### src/rtl/game_pkg.sv
// Shared constants and types for the player sprite renderer.
package game_pkg;

    localparam int unsigned HV_W     = 10;
    localparam int unsigned X_W      = 10;
    localparam int unsigned Y_W      = 9;
    localparam int unsigned BND_W    = 11;
    localparam int unsigned COL_W    = 5;
    localparam int unsigned ROW_W    = 6;
    localparam int unsigned RGB_W    = 12;

    localparam int unsigned SPR_W    = 32;
    localparam int unsigned SPR_H    = 48;
    localparam int unsigned SPR_HALF = 16;
    localparam int unsigned ANIM_DIV = 8;
    localparam int unsigned DIV_W    = $clog2(ANIM_DIV);
    localparam int unsigned SCR_W    = 640;
    localparam int unsigned SCR_H    = 480;
    localparam int unsigned RST_X    = 260;
    localparam int unsigned RST_Y    = 350;

    localparam logic [RGB_W-1:0] CLR_HEAD  = 12'hFC9;
    localparam logic [RGB_W-1:0] CLR_TORSO = 12'h0A4;
    localparam logic [RGB_W-1:0] CLR_LEGS  = 12'h631;

    typedef enum logic [1:0] {
        POSE_RUN0 = 2'd0,
        POSE_RUN1 = 2'd1,
        POSE_RUN2 = 2'd2,
        POSE_JUMP = 2'd3
    } pose_e;

    typedef struct packed {
        logic             valid;
        logic             in_box;
        logic [COL_W-1:0] col;
        logic [ROW_W-1:0] row;
        pose_e            pose;
    } s1_t;

    function automatic logic in_rng(input logic [5:0] v, input logic [5:0] lo, input logic [5:0] hi);
        return (v >= lo) && (v <= hi);
    endfunction

endpackage

### src/rtl/sprite_shape.sv
// Combinational pose/row/col lookup: returns whether the sprite covers the cell and its colour.
module sprite_shape
    import game_pkg::*;
(
    input  pose_e            pose_i,
    input  logic [ROW_W-1:0] row_i,
    input  logic [COL_W-1:0] col_i,
    output logic             on_c,
    output logic [RGB_W-1:0] rgb_c
);

    logic [5:0] c;
    logic       leg;

    assign c = {1'b0, col_i};

    always_comb begin
        on_c  = 1'b0;
        rgb_c = '0;
        leg   = 1'b0;
        if (row_i <= 6'd11) begin
            if (in_rng(c, 6'd10, 6'd21)) begin
                on_c  = 1'b1;
                rgb_c = CLR_HEAD;
            end
        end else if (row_i <= 6'd31) begin
            if (in_rng(c, 6'd8, 6'd23)) begin
                on_c  = 1'b1;
                rgb_c = CLR_TORSO;
            end
        end else begin
            case (pose_i)
                POSE_RUN0: leg = in_rng(c, 6'd8, 6'd13) || in_rng(c, 6'd18, 6'd23);
                POSE_RUN1: leg = in_rng(c, 6'd12, 6'd19);
                POSE_RUN2: leg = in_rng(c, 6'd4, 6'd9) || in_rng(c, 6'd22, 6'd27);
                default:   leg = (row_i <= 6'd39) && in_rng(c, 6'd8, 6'd23);
            endcase
            if (leg) begin
                on_c  = 1'b1;
                rgb_c = CLR_LEGS;
            end
        end
    end

endmodule

### src/rtl/player_renderer.sv
// Player sprite renderer: per-frame shadowed position/pose, 2-stage pixel pipeline.
module player_renderer
    import game_pkg::*;
(
    input  logic             clk,
    input  logic             rst,
    input  logic             pix_en,
    input  logic [HV_W-1:0]  hcount,
    input  logic [HV_W-1:0]  vcount,
    input  logic             frame_start,
    input  logic [X_W-1:0]   player_x,
    input  logic [Y_W-1:0]   player_y,
    input  logic             jumping,
    output logic             pix_valid,
    output logic             pix_on,
    output logic [RGB_W-1:0] pix_rgb,
    output logic [1:0]       anim_frame
);

    logic [X_W-1:0]   sx_q, sx_d;
    logic [Y_W-1:0]   sy_q, sy_d;
    logic             jmp_q, jmp_d;
    logic [DIV_W-1:0] div_q, div_d;
    pose_e            pose_q, pose_d;
    s1_t              s1_q, s1_d;
    logic             pix_on_q, pix_valid_q;
    logic [RGB_W-1:0] pix_rgb_q;
    logic             shape_on_c;
    logic [RGB_W-1:0] shape_rgb_c;
    logic [BND_W-1:0] left_c, right_c, top_c, bot_c, h_c, v_c;

    // Shadow capture and animation divider; only frame_start changes anything.
    always_comb begin
        sx_d   = sx_q;
        sy_d   = sy_q;
        jmp_d  = jmp_q;
        div_d  = div_q;
        pose_d = pose_q;
        if (frame_start) begin
            sx_d  = player_x;
            sy_d  = player_y;
            jmp_d = jumping;
            if (jumping) begin
                div_d  = '0;
                pose_d = POSE_JUMP;
            end else if (jmp_q) begin
                div_d  = '0;
                pose_d = POSE_RUN0;
            end else begin
                div_d = DIV_W'(div_q + DIV_W'(1));
                if (div_q == DIV_W'(ANIM_DIV - 1)) begin
                    pose_d = (pose_q == POSE_RUN2) ? POSE_RUN0 : pose_e'(2'(pose_q) + 2'd1);
                end
            end
        end
    end

    // Box bounds at 11 bits; bot_c is exclusive so sy=0 yields an empty box.
    always_comb begin
        h_c     = BND_W'(hcount);
        v_c     = BND_W'(vcount);
        left_c  = (sx_q < X_W'(SPR_HALF)) ? '0 : BND_W'(sx_q) - BND_W'(SPR_HALF);
        right_c = BND_W'(sx_q) + BND_W'(SPR_W - SPR_HALF - 1);
        top_c   = (sy_q < Y_W'(SPR_H)) ? '0 : BND_W'(sy_q) - BND_W'(SPR_H);
        bot_c   = BND_W'(sy_q);
        s1_d.valid  = pix_en;
        s1_d.in_box = (hcount < HV_W'(SCR_W)) && (vcount < HV_W'(SCR_H))
                   && (h_c >= left_c) && (h_c <= right_c)
                   && (v_c >= top_c) && (v_c < bot_c);
        s1_d.col  = COL_W'(h_c - left_c);
        s1_d.row  = ROW_W'(v_c - top_c);
        s1_d.pose = pose_q;
    end

    sprite_shape u_shape (
        .pose_i (s1_q.pose),
        .row_i  (s1_q.row),
        .col_i  (s1_q.col),
        .on_c   (shape_on_c),
        .rgb_c  (shape_rgb_c)
    );

    always_ff @(posedge clk or negedge rst) begin
        if (!rst) begin
            sx_q        <= X_W'(RST_X);
            sy_q        <= Y_W'(RST_Y);
            jmp_q       <= 1'b0;
            div_q       <= '0;
            pose_q      <= POSE_RUN0;
            s1_q        <= '0;
            pix_on_q    <= 1'b0;
            pix_valid_q <= 1'b0;
            pix_rgb_q   <= '0;
        end else begin
            sx_q        <= sx_d;
            sy_q        <= sy_d;
            jmp_q       <= jmp_d;
            div_q       <= div_d;
            pose_q      <= pose_d;
            s1_q        <= s1_d;
            pix_valid_q <= s1_q.valid;
            pix_on_q    <= s1_q.in_box & shape_on_c;
            pix_rgb_q   <= (s1_q.in_box & shape_on_c) ? shape_rgb_c : '0;
        end
    end

    assign pix_valid  = pix_valid_q;
    assign pix_on     = pix_on_q;
    assign pix_rgb    = pix_rgb_q;
    assign anim_frame = 2'(pose_q);

endmodule

### config.mk
export PLATFORM = sky130hd
export DESIGN_NAME = player_renderer
export DESIGN_NICKNAME = d
export VERILOG_FILES = /design/src/rtl/game_pkg.sv /design/src/rtl/sprite_shape.sv /design/src/rtl/player_renderer.sv
export SDC_FILE = /design/constraint.sdc
export NUM_CORES = 1
export LEC_CHECK = 0
export ABC_AREA = 1
export BUFFER_PORTS_ARGS = -buffer_cell sky130_fd_sc_hd__buf_2
export CAP_MARGIN = 0
export CORE_ASPECT_RATIO = 0.6
export CORE_MARGIN = 4
export CORE_UTILIZATION = 52
export DETAILED_ROUTE_END_ITERATION = 10
export GPL_ROUTABILITY_DRIVEN = 0
export PLACE_DENSITY = 0.78
export SYNTH_ARGS = -nofsm -noshare
export SYNTH_HDL_FRONTEND = slang
export SYNTH_SLANG_ARGS = --single-unit
### constraint.sdc
create_clock -name clk -period 2 [get_ports clk]
set_clock_uncertainty 0.15 [all_clocks]
set_input_delay 0.1 -clock clk [delete_from_list [all_inputs] [get_ports clk]]
set_output_delay 0.1 -clock clk [all_outputs]
set_load 0.005 [all_outputs]
==> results of run 1 <==
registers in the layout, summed over array words and instances, names as in the netlist:
register / count
pix_valid: 1
anim_frame: 2
s1_q: 13
div_q: 3
sy_q: 9
pix_rgb: 6
jmp_q: 1
sx_q: 10
pix_on: 1
layout by cell type (no fill, tap or decap), types with 4 or more instances in the layout:
master,instances
nand2_1,76
buf_4,70
buf_2,58
inv_1,45
ha_1,39
dfrtp_1,38
nor2_1,31
o21ai_0,25
dlygate4sd3_1,22
nand4_1,18
a21oi_1,18
nand3_1,14
ha_4,11
inv_2,10
nand2_2,9
nor3_1,8
o21ai_1,8
xor2_1,8
dfstp_2,8
nor2_4,7
buf_6,7
a21oi_2,6
nand2_4,5
clkbuf_16,5
inv_4,4
o21ai_2,4
area by class of cell:
cell class,count,area [um^2]
clock buffers,6,139
repair buffers,157,1110
inverters,59,231
fillers,319,1090
multi-input cells,328,2460
diodes,1,2.50
flip-flops and latches,46,1160
well taps,84,105
clock inverters,2,60.1
synthesized netlist by cell type (all sizes together):
library cell / instances
nor2: 41
dfstp: 8
o211ai: 2
o21ai: 38
a41oi: 1
a32o: 2
ha: 51
o2111ai: 1
nand4: 18
nand3: 18
and3: 1
o21bai: 1
a21o: 1
buf: 10
dfrtp: 38
a21oi: 26
o41ai: 1
nand2: 90
xor2: 12
nor3: 11
xnor2: 2
nand3b: 2
clkbuf: 3
mux2i: 1
o21a: 2
fa: 2
a21boi: 1
inv: 59
or2: 2
conb: 1
cells by family (layout without fill, tap and decap cells):
group | Yosys count | after routing | synth area share [%]
AO/OA/AOI/OAI | 76 | 76 | 12.2
AND/OR/NAND/NOR | 183 | 183 | 23.4
adder cells (fa/ha/maj) | 53 | 53 | 19.2
XOR/XNOR | 14 | 14 | 3.46
flip-flops | 46 | 46 | 32.8
other | 1 | 2 | 0.106
multiplexers | 1 | 1 | 0.283
buffers and inverters | 72 | 224 | 8.69
power groups by stage:
stage / combinational (W) / clock (W) / sequential [W]
2_1_floorplan: 0.000836 / 0 / 0.00116
3_3_place_gp: 0.00127 / 0 / 0.00117
3_5_place_dp: 0.00133 / 0 / 0.00118
4_1_cts: 0.00145 / 0.00111 / 0.00116
5_1_grt: 0.00191 / 0.00114 / 0.00120
6_report: 0.00178 / 0.00110 / 0.00119
worst max-delay path: cells and delay by family (launching register included):
family | cells | cell delay [ns]
compound gates | 1 | 0.14
xor+xnor | 1 | 0.24
fa+ha+maj | 2 | 0.51
buf+inv | 2 | 0.17
flops | 1 | 0.38
simple gates | 10 | 0.89
layer usage:
metal	share of wire [%]	wire length, um
met5	0	0
met3	10	1330
met4	7.1	926
met1	39	5100
met2	44	5710
stage by stage:
stage / util [%] / hold WS [ns] / instances / setup slack [ns] / setup TNS [ns]
finish: 82.9 / 0.0425 / 683 / -0.545 / -1.50
global route: 82.9 / 0.0503 / 682 / -0.630 / -2.11
CTS: 77.6 / 0.00821 / 673 / -0.340 / -0.861
detailed placement: 68.4 / 0.0606 / 637 / -0.362 / -1.38
global placement: 68.4 / 0.0580 / 637 / -0.255 / -0.848
floorplan: - / -0.346 / 446 / -0.192 / -0.283
what timing repair did:
action | 4_1_cts | 5_1_grt
endpoints found under the hold margin | 59 | 0
pin swaps | 20 | 35
resized for setup | 22 | 62
hold buffers | 22 | 0
setup endpoints to repair | 9 | 12
setup buffers | 7 | 11
worst min path at each step:
stage	from	end	slack, ns	cells after the start
finish	hcount[1]	s1_q[9]	0.04	2
global placement	pix_en	s1_q[14]	0.06	1
global route	hcount[1]	s1_q[9]	0.05	2
floorplan	rst	anim_frame[0]	-0.35	0
CTS	hcount[1]	s1_q[9]	0.008	2
detailed placement	pix_en	s1_q[14]	0.06	1
==> reports/results.tsv, run 1 <==
stage	metric	value	unit
synthesis	synth_nets	543	
detailed_routing	wl_per_cell	19.1	um
detailed_routing	viasPerCell	6.02	
detailed_routing	drt_pass1_iterations	8	
timing	final-max-slew-violation-count	0	
worst_setup_path	required	2.07	ns
global_routing	grt.total_usage	26.0	%
timing	max_freq	0.393	GHz
worst_setup_path	cp_max_fo	4	
clock_tree	cts_htree_levels	2	
pwr	total_power	0.00406	W
floorplanning	initial_core_util	55.7	%
synthesis	ys_ff_latch	46	
pwr	p_per_area	770	nW/um^2
clock_tree	cts_num_sinks	46	
global_routing	grt_busiest_layer	met2	
floorplanning	io-pin-count	60	
pwr	p_leak	2.67	nW
worst_setup_path	worst_path_max_delay_cell	dfrtp_1	
finish	postLayoutCellArea	5270	um^2
synthesis	yosys_warnings	0	
global_routing	grt_max_degree	47	
clock_tree	cts_root_buf	clkbuf_16	
clock_tree	clockBufferDepth	2	
floorplanning	num_rows	22	
global_routing	grt_overflow	0	
detailed_routing	antenna_left	0	
worst_setup_path	slowest_delay	0.38	ns
synthesis	syn_area_per_cell	7.94	um^2
clock_tree	cts_inserted_buffers	5	
synthesis	syn-cell-area	3540	um^2
floorplanning	fp.dieH	71.9	um
detailed_routing	drc_errors	0	
worst_setup_path	rr_endpoint	s1_q[13]	
timing	maxSlewHeadroom	62.3	%
pwr	internal_power	0.00259	W
detailed_routing	first_iter_violations	749	
placed_design	place.port_buffers	58	
worst_setup_path	cp-start-kind	flop	
timing	tightest_slew	0.566	ns
worst_setup_path	r2r_cells	16	
worst_setup_path	crit_top_cell	nor2_1	
worst_setup_path	crit_path_end	s1_q[13]	
worst_setup_path	crit_chain	inv_1 > ha_2 > nand2_4 > nand2_2 > xor2_2 > ha_4 > nand2_2 > inv_1 > nor2_1 > o21a_1 > nor2_1 > nor2_1 > nand2_1 > nand2_1 > nand4_1 > nor2_1	
pwr	irDropWorstVdd	0.000576	V
synthesis	netlist_instances	446	
floorplanning	core_area	6360	um^2
floorplanning	dieArea	8240	um^2
global_routing	grt_pass1_wl	17.2	mm
timing	rsz0062_at_grt	yes	
timing	setup_viol	8	
worst_setup_path	worstReg2RegStart	sx_q[0]	
worst_setup_path	critPathKind	flop to flop	
pwr	clkPwrFrac	27.0	%
timing	fin_crit_sh	127	%
detailed_routing	routed-via-count	4113	
global_routing	grt_use_met2	43.0	%
synthesis	synth_top_area_cell	dfrtp_1	
global_routing	use_met1	34.8	%
clock_tree	cts_tree	yes	
global_routing	grt_pass1_vias	3603	
global_routing	grt.met3_usage	5.42	%
pwr	pwr-share-comb	43.7	%
detailed_routing	wl	13.1	mm
placed_design	dp_hpwl	7.31	mm
worst_setup_path	end_kind	flop	
synthesis	seq_area_frac_synth	32.8	%
run_status	violations	negative setup slack	
run	max-cap-violations	0	
pwr	swShare	36.1	%
hold_path	hp-class	primary input to flop	
run_status	outcome	finished with violations	
synthesis	ys_types	43	
worst_setup_path	ff2ff_setup_slack	-0.55	ns
finish	area_growth	48.9	%
timing	fin_ws	-0.545	ns
synthesis	yosysTopAreaCellShare	26.9	%
worst_setup_path	crit_arrival	2.61	ns
clock_tree	clkTransAtPathRegs	0.06	ns
pwr	pwr-share-seq	29.2	%
placed_design	placed_cell_area	4350	um^2
worst_setup_path	cp-startpoint	sx_q[0]	
pwr	p_switching	0.00147	W
timing	min_period	2.55	ns
global_routing	antenna_found_initial	0	
timing	finalHoldViolations	0	
synthesis	synth_area_leaders	dfrtp_1 27%, ha_1 18%, nand2_1 9.2%, dfstp_2 5.9%, inv_1 5.6%	
clock_tree	clkLatencyLatePin	0.29	ns
finish	fin_nets	694	
floorplanning	die_x	115	um
finish	drive_gt1_share	38.6	%
Power figures use the tool's default switching activity.
==> run 2, diff against run 1 <==
==> constraint.sdc (replaced) <==
create_clock -name clk -period 2.1 [get_ports clk]
set_clock_uncertainty 0.15 [all_clocks]
set_input_delay 0.105 -clock clk [delete_from_list [all_inputs] [get_ports clk]]
set_output_delay 0.105 -clock clk [all_outputs]
set_load 0.005 [all_outputs]
==> run 2 against run 1 <==
Compared with the run above:
- the run still ends with negative setup slack left
- worst setup slack better by 0.25 ns
- first-iteration DRC count down 48%
- global-route usage down 1.9 points
- clock power down 30%
==> reports/results.tsv, run 2 (synthesis results as in run 1) <==
stage	metric	value	unit
run_status	outcome	finished with violations	
run_status	violations	negative setup slack	
timing	setup_viol	6	
global_routing	grt_pass1_vias	3520	
pwr	p_switching	0.00120	W
worst_setup_path	slowest_delay	0.53	ns
detailed_routing	wl_per_cell	14.8	um
timing	tns	-0.654	ns
worst_setup_path	ff2ff_setup_slack	-0.30	ns
floorplanning	fp.dieH	71.9	um
clock_tree	clkTransAtPathRegs	0.07	ns
placed_design	dp_hpwl	7.43	mm
global_routing	grt_max_degree	47	
timing	final-max-slew-violation-count	0	
detailed_routing	drt_pass1_iterations	5	
clock_tree	cts_tree	yes	
global_routing	grt_use_met2	38.9	%
clock_tree	clockBufferDepth	2	
floorplanning	die_x	115	um
finish	nFillCells	434	
global_routing	grt.met3_usage	4.17	%
pwr	pwr-share-comb	42.7	%
timing	tightest_slew	0.597	ns
finish	final_core_util	76.0	%
worst_setup_path	cp_max_fo	3	
finish	final_common_cell	nand2_1	
clock_tree	cts_num_sinks	46	
pwr	p_per_area	679	nW/um^2
hold_path	hp-class	primary input to flop	
placed_design	place.port_buffers	58	
global_routing	grt_overflow	0	
finish	n_antenna_cell	0	
timing	maxSlewHeadroom	60.2	%
floorplanning	dieArea	8240	um^2
timing	fin_ws	-0.299	ns
floorplanning	num_rows	22	
placed_design	pre_cts_ws	-0.305	ns
finish	area_growth	36.5	%
worst_setup_path	critPathKind	flop to flop	
detailed_routing	antenna_left	0	
finish	fin_nets	677	
timing	holdWs	0.0380	ns
finish	largest_register_ff_count	13	
clock_tree	cts_inserted_buffers	5	
worst_setup_path	crit_arrival	2.41	ns
worst_setup_path	crit_top_cell	nand2_1	
worst_setup_path	crit_chain	nor2_1 > nand2_1 > o21ai_2 > nor3_2 > nand2_1 > nor3_2 > a21oi_1 > ha_1 > nand3_1 > nand3b_1 > nand2_1 > nand2_1 > nand4_1 > nor2_1	
timing	finalHoldViolations	0	
pwr	clkPwrFrac	23.3	%
clock_tree	cts_root_buf	clkbuf_16	
global_routing	use_met1	34.3	%
timing	min_period	2.40	ns
finish	multi_input_area	2230	um^2
finish	seq_area	1160	um^2
timing	rsz0062_at_grt	yes	
global_routing	grt_busiest_layer	met2	
detailed_routing	wl	9.82	mm
floorplanning	initial_core_util	55.7	%
finish	final_cell_mix	82 x nand2_1, 58 x buf_2, 58 x buf_4	
global_routing	grt.total_usage	24.1	%
worst_setup_path	cp-start-kind	flop	
floorplanning	io-pin-count	60	
worst_setup_path	end_kind	flop	
pwr	irDropWorstVdd	0.000496	V
pwr	pwr-share-seq	33.9	%
pwr	internal_power	0.00208	W
run	max-cap-violations	0	
worst_setup_path	required	2.11	ns
detailed_routing	routed-via-count	3582	
finish	top_regs	s1_q (13), sx_q (10), sy_q (9)	
global_routing	antenna_found_initial	0	
finish	drive_gt1_share	31.5	%
floorplanning	core_area	6360	um^2
timing	fin_crit_sh	114	%
pwr	p_leak	2.51	nW
timing	max_freq	0.417	GHz
pwr	swShare	36.7	%
detailed_routing	drc_errors	0	
clock_tree	cts_htree_levels	2	
detailed_routing	viasPerCell	5.39	
worst_setup_path	worst_path_max_delay_cell	dfstp_2	
clock_tree	clkLatencyLatePin	0.29	ns
global_routing	grt_pass1_wl	16.2	mm
finish	regMostFlops	s1_q	
detailed_routing	first_iter_violations	387	
==> run 2: cell types whose count changed in the layout (fill, tap and decap cells not counted), moves of 5 or more <==
cell     before  now
ha_4         11    4
nand2_1      76   82
ha_1         39   46
buf_4        70   58
buf_6         7    2
a21oi_1      18   23
==> run 2: worst max-delay path, delay by kind of cell, from the launching register on <==
| family | cells | cell delay, ns |
|---|---|---|
| flip-flops | 1 | 0.53 |
| AND/OR/NAND/NOR | 11 | 1.11 |
| adder cells (fa/ha/maj) | 1 | 0.35 |
| AO/OA/AOI/OAI | 2 | 0.15 |
==> run 2: metrics by stage <==
step	area, um^2	cells	total power (W)
6_report	4830	665	0.00328
2_1_floorplan	3560	446	0.00190
5_1_grt	4830	665	0.00351
3_3_place_gp	4290	631	0.00231
3_5_place_dp	4290	631	0.00238
4_1_cts	4690	662	0.00320
==> run 2: final timing paths <==
kind,to,from,cells past startpoint
worst min-delay path,sy_q[3],frame_start,3
worst min register to register,pix_valid,s1_q[14],0
min in group asynchronous,sy_q[0],rst,3
worst max register to register,s1_q[13],sx_q[2],14
worst max-delay path,s1_q[13],sx_q[2],14
max in group asynchronous,s1_q[10],rst,3
==> run 2: power groups by stage <==
| stage | clock network (W) | registers (W) | logic [W] |
|---|---|---|---|
| floorplan | 0 | 0.00110 | 0.000793 |
| global placement | 0 | 0.00111 | 0.00120 |
| detailed placement | 0 | 0.00112 | 0.00126 |
| CTS | 0.000784 | 0.00111 | 0.00131 |
| global route | 0.000819 | 0.00112 | 0.00157 |
| finish | 0.000766 | 0.00111 | 0.00140 |
==> run 2: layout make-up <==
type / instances / area share (%)
clock inverters: 1 / 0.155
well taps: 84 / 2.18
flip-flops and latches: 46 / 24.0
inverters: 59 / 4.74
clock buffers: 7 / 2.74
multi-input cells: 328 / 46.1
repair buffers: 140 / 20.0
==> run 2: metal layers <==
layer | part of all wire (%) | wire length [um]
met4 | 1.8 | 178
met5 | 0 | 0
met1 | 45 | 4390
met3 | 7.9 | 774
met2 | 46 | 4480
==> run 2: timing repair <==
action / CTS / global route
gates resized for setup: 9 / 30
setup buffers: 1 / 4
endpoints found under the hold margin: 59 / 0
pin swaps: 6 / 13
hold buffers: 22 / 0
endpoints found under the setup margin: 7 / 9
==> run 3, diff against run 2 <==
--- a/config.mk
+++ b/config.mk
@@ -10,10 +10,9 @@
 export CAP_MARGIN = 0
 export CORE_ASPECT_RATIO = 0.6
 export CORE_MARGIN = 4
-export CORE_UTILIZATION = 52
+export CORE_UTILIZATION = 40
 export DETAILED_ROUTE_END_ITERATION = 10
 export GPL_ROUTABILITY_DRIVEN = 0
-export PLACE_DENSITY = 0.78
 export SYNTH_ARGS = -nofsm -noshare
 export SYNTH_HDL_FRONTEND = slang
 export SYNTH_SLANG_ARGS = --single-unit
==> run 3 against run 2 <==
Compared with the run above:
- the flow still finishes with violations (negative setup slack)
- maximum frequency up 1.3%
- global-route usage down 6.1 points
- hold slack worse by 0.028 ns
- via count down 6.1%
- worst setup slack better by 0.031 ns
- largest cell class unchanged
- largest power group unchanged
==> reports/results.tsv, run 3 (synthesis results as in run 1) <==
stage	metric	value	unit
clock_tree	cts_root_buf	clkbuf_16	
clock_tree	clockBufferDepth	2	
floorplanning	fp.dieH	80.9	um
detailed_routing	antenna_left	0	
global_routing	grt_pass1_vias	3081	
pwr	irDropWorstVdd	0.000295	V
global_routing	grt_pass1_wl	15.0	mm
timing	finalHoldViolations	0	
timing	setup_viol	3	
finish	postLayoutCellArea	4990	um^2
worst_setup_path	crit_buf_inv	2	
pwr	p_per_area	689	nW/um^2
timing	final-max-slew-violation-count	0	
pwr	p_switching	0.00122	W
detailed_routing	wl	9.21	mm
finish	layoutNonFillerInstCount	691	
pwr	internal_power	0.00222	W
clock_tree	cts_num_sinks	46	
hold_path	min_from	frame_start	
finish	regMostFlops	s1_q	
timing	fin_crit_sh	113	%
floorplanning	die_x	129	um
global_routing	grt_overflow	0	
floorplanning	core_area	8560	um^2
clock_tree	clkTransAtPathRegs	0.07	ns
timing	min_period	2.37	ns
worst_setup_path	worstReg2RegStart	sx_q[2]	
placed_design	dp_cells	656	
finish	final_common_cell	nand2_1	
finish	final_core_util	58.3	%
run	max-cap-violations	0	
worst_setup_path	path_delay_family	simple AND/OR/NAND/NOR gates	
placed_design	pre_cts_ws	-0.259	ns
timing	rsz0062_at_grt	yes	
worst_setup_path	cp-start-kind	flop	
worst_setup_path	cp-startpoint	sx_q[2]	
run_status	outcome	finished with violations	
detailed_routing	first_iter_violations	196	
clock_tree	clkLatencyLatePin	0.29	ns
finish	final_cell_mix	82 x nand2_1, 58 x buf_2, 54 x buf_4	
finish	area_growth	40.8	%
floorplanning	num_rows	26	
pwr	pwr-share-comb	40.8	%
detailed_routing	drc_errors	0	
clock_tree	cts_htree_levels	2	
global_routing	grt_max_degree	40	
hold_path	hp-class	primary input to flop	
detailed_routing	drt_pass1_iterations	4	
global_routing	grt.total_usage	18.1	%
pwr	p_leak	2.53	nW
clock_tree	cts_tree	yes	
worst_setup_path	required	2.17	ns
worst_setup_path	critPathKind	flop to flop	
floorplanning	initial_core_util	41.4	%
timing	max_freq	0.422	GHz
worst_setup_path	cp_max_fo	2	
worst_setup_path	worst_path_max_delay_cell	dfstp_2	
finish	nFillCells	790	
detailed_routing	routed-via-count	3362	
pwr	total_power	0.00344	W
finish	largest_register_ff_count	13	
finish	fin_nets	675	
placed_design	placed_cell_area	4320	um^2
finish	drive_gt1_share	33.3	%
worst_setup_path	slowest_delay	0.54	ns
timing	fin_ws	-0.268	ns
timing	tightest_slew	0.541	ns
pwr	pwr-share-seq	32.5	%
detailed_routing	wl_per_cell	13.3	um
pwr	swShare	35.4	%
finish	top_regs	s1_q (13), sx_q (10), sy_q (9)	
worst_setup_path	end_kind	flop	
run_status	violations	negative setup slack	
placed_design	dp_hpwl	7.14	mm
worst_setup_path	crit_arrival	2.44	ns
detailed_routing	viasPerCell	4.87	
finish	n_antenna_cell	0	
placed_design	place.port_buffers	58	
timing	maxSlewHeadroom	63.9	%
floorplanning	dieArea	10500	um^2
worst_setup_path	crit_chain	nor2_2 > nand2_2 > o21ai_2 > nor3_2 > buf_4 > xor2_2 > ha_1 > nand2_1 > inv_1 > nand3_2 > nor2_1 > nor2_1 > nand2_1 > nand2_1 > nand4_1 > nor2_1	
global_routing	antenna_found_initial	0	
clock_tree	cts_inserted_buffers	5	
floorplanning	io-pin-count	60	
pwr	clkPwrFrac	26.6	%
## run 3: power by group through the flow
stage / registers (W) / clock network (W) / logic, W
2_1_floorplan: 0.00110 / 0 / 0.000793
4_1_cts: 0.00111 / 0.000936 / 0.00130
6_report: 0.00112 / 0.000915 / 0.00140
5_1_grt: 0.00113 / 0.000976 / 0.00158
3_5_place_dp: 0.00113 / 0 / 0.00123
3_3_place_gp: 0.00112 / 0 / 0.00121
## run 3: area by class of cell
class	instances	area (um^2)	area share, %
multi-input cells	328	2320	46.6
inverters	59	226	4.54
well taps	112	140	2.81
flip-flops and latches	46	1160	23.3
clock inverters	2	37.5	0.753
clock buffers	6	129	2.58
repair buffers	138	968	19.4
## run 3: worst min-delay path, delay by kind of cell
family | cells | cell delay (ns)
AND/OR/NAND/NOR | 2 | 0.12
buffers and inverters | 2 | 0.19
## run 3: final timing paths
kind                                   to  cells after the start  slack [ns]
worst max-delay path             s1_q[13]                     16       -0.27
worst min-delay path              sx_q[9]                      4        0.01
worst max register to register   s1_q[13]                     16       -0.27
worst min register to register  pix_valid                      0        0.20
max in group asynchronous         sy_q[1]                      3        1.03
min in group asynchronous         sy_q[5]                      2        0.18
## run 3: per-stage QoR
step	setup TNS [ns]	hold slack (ns)
after floorplan	-0.0916	-0.341
after global placement	-0.440	-0.0368
after detailed placement	-0.645	-0.0274
after CTS	-0.342	0.00768
after global routing	-1.10	0.0424
final	-0.402	0.00952
## run 3: what timing repair did
item,in CTS,in global routing
hold buffers,23,0
endpoints found under the setup margin,9,12
cloned,0,0
resized for setup,20,34
hold endpoints to repair,38,0
buffers inserted,1,5
pin swaps,9,34
## run 3: layer usage
layer,routed length [um],global-route usage [%],up-vias
met5,0,0,-
met4,97,3.42,0
met3,506,3.55,14
met2,3710,25.5,84
met1,4890,28.3,1521
li1,-,-,1743
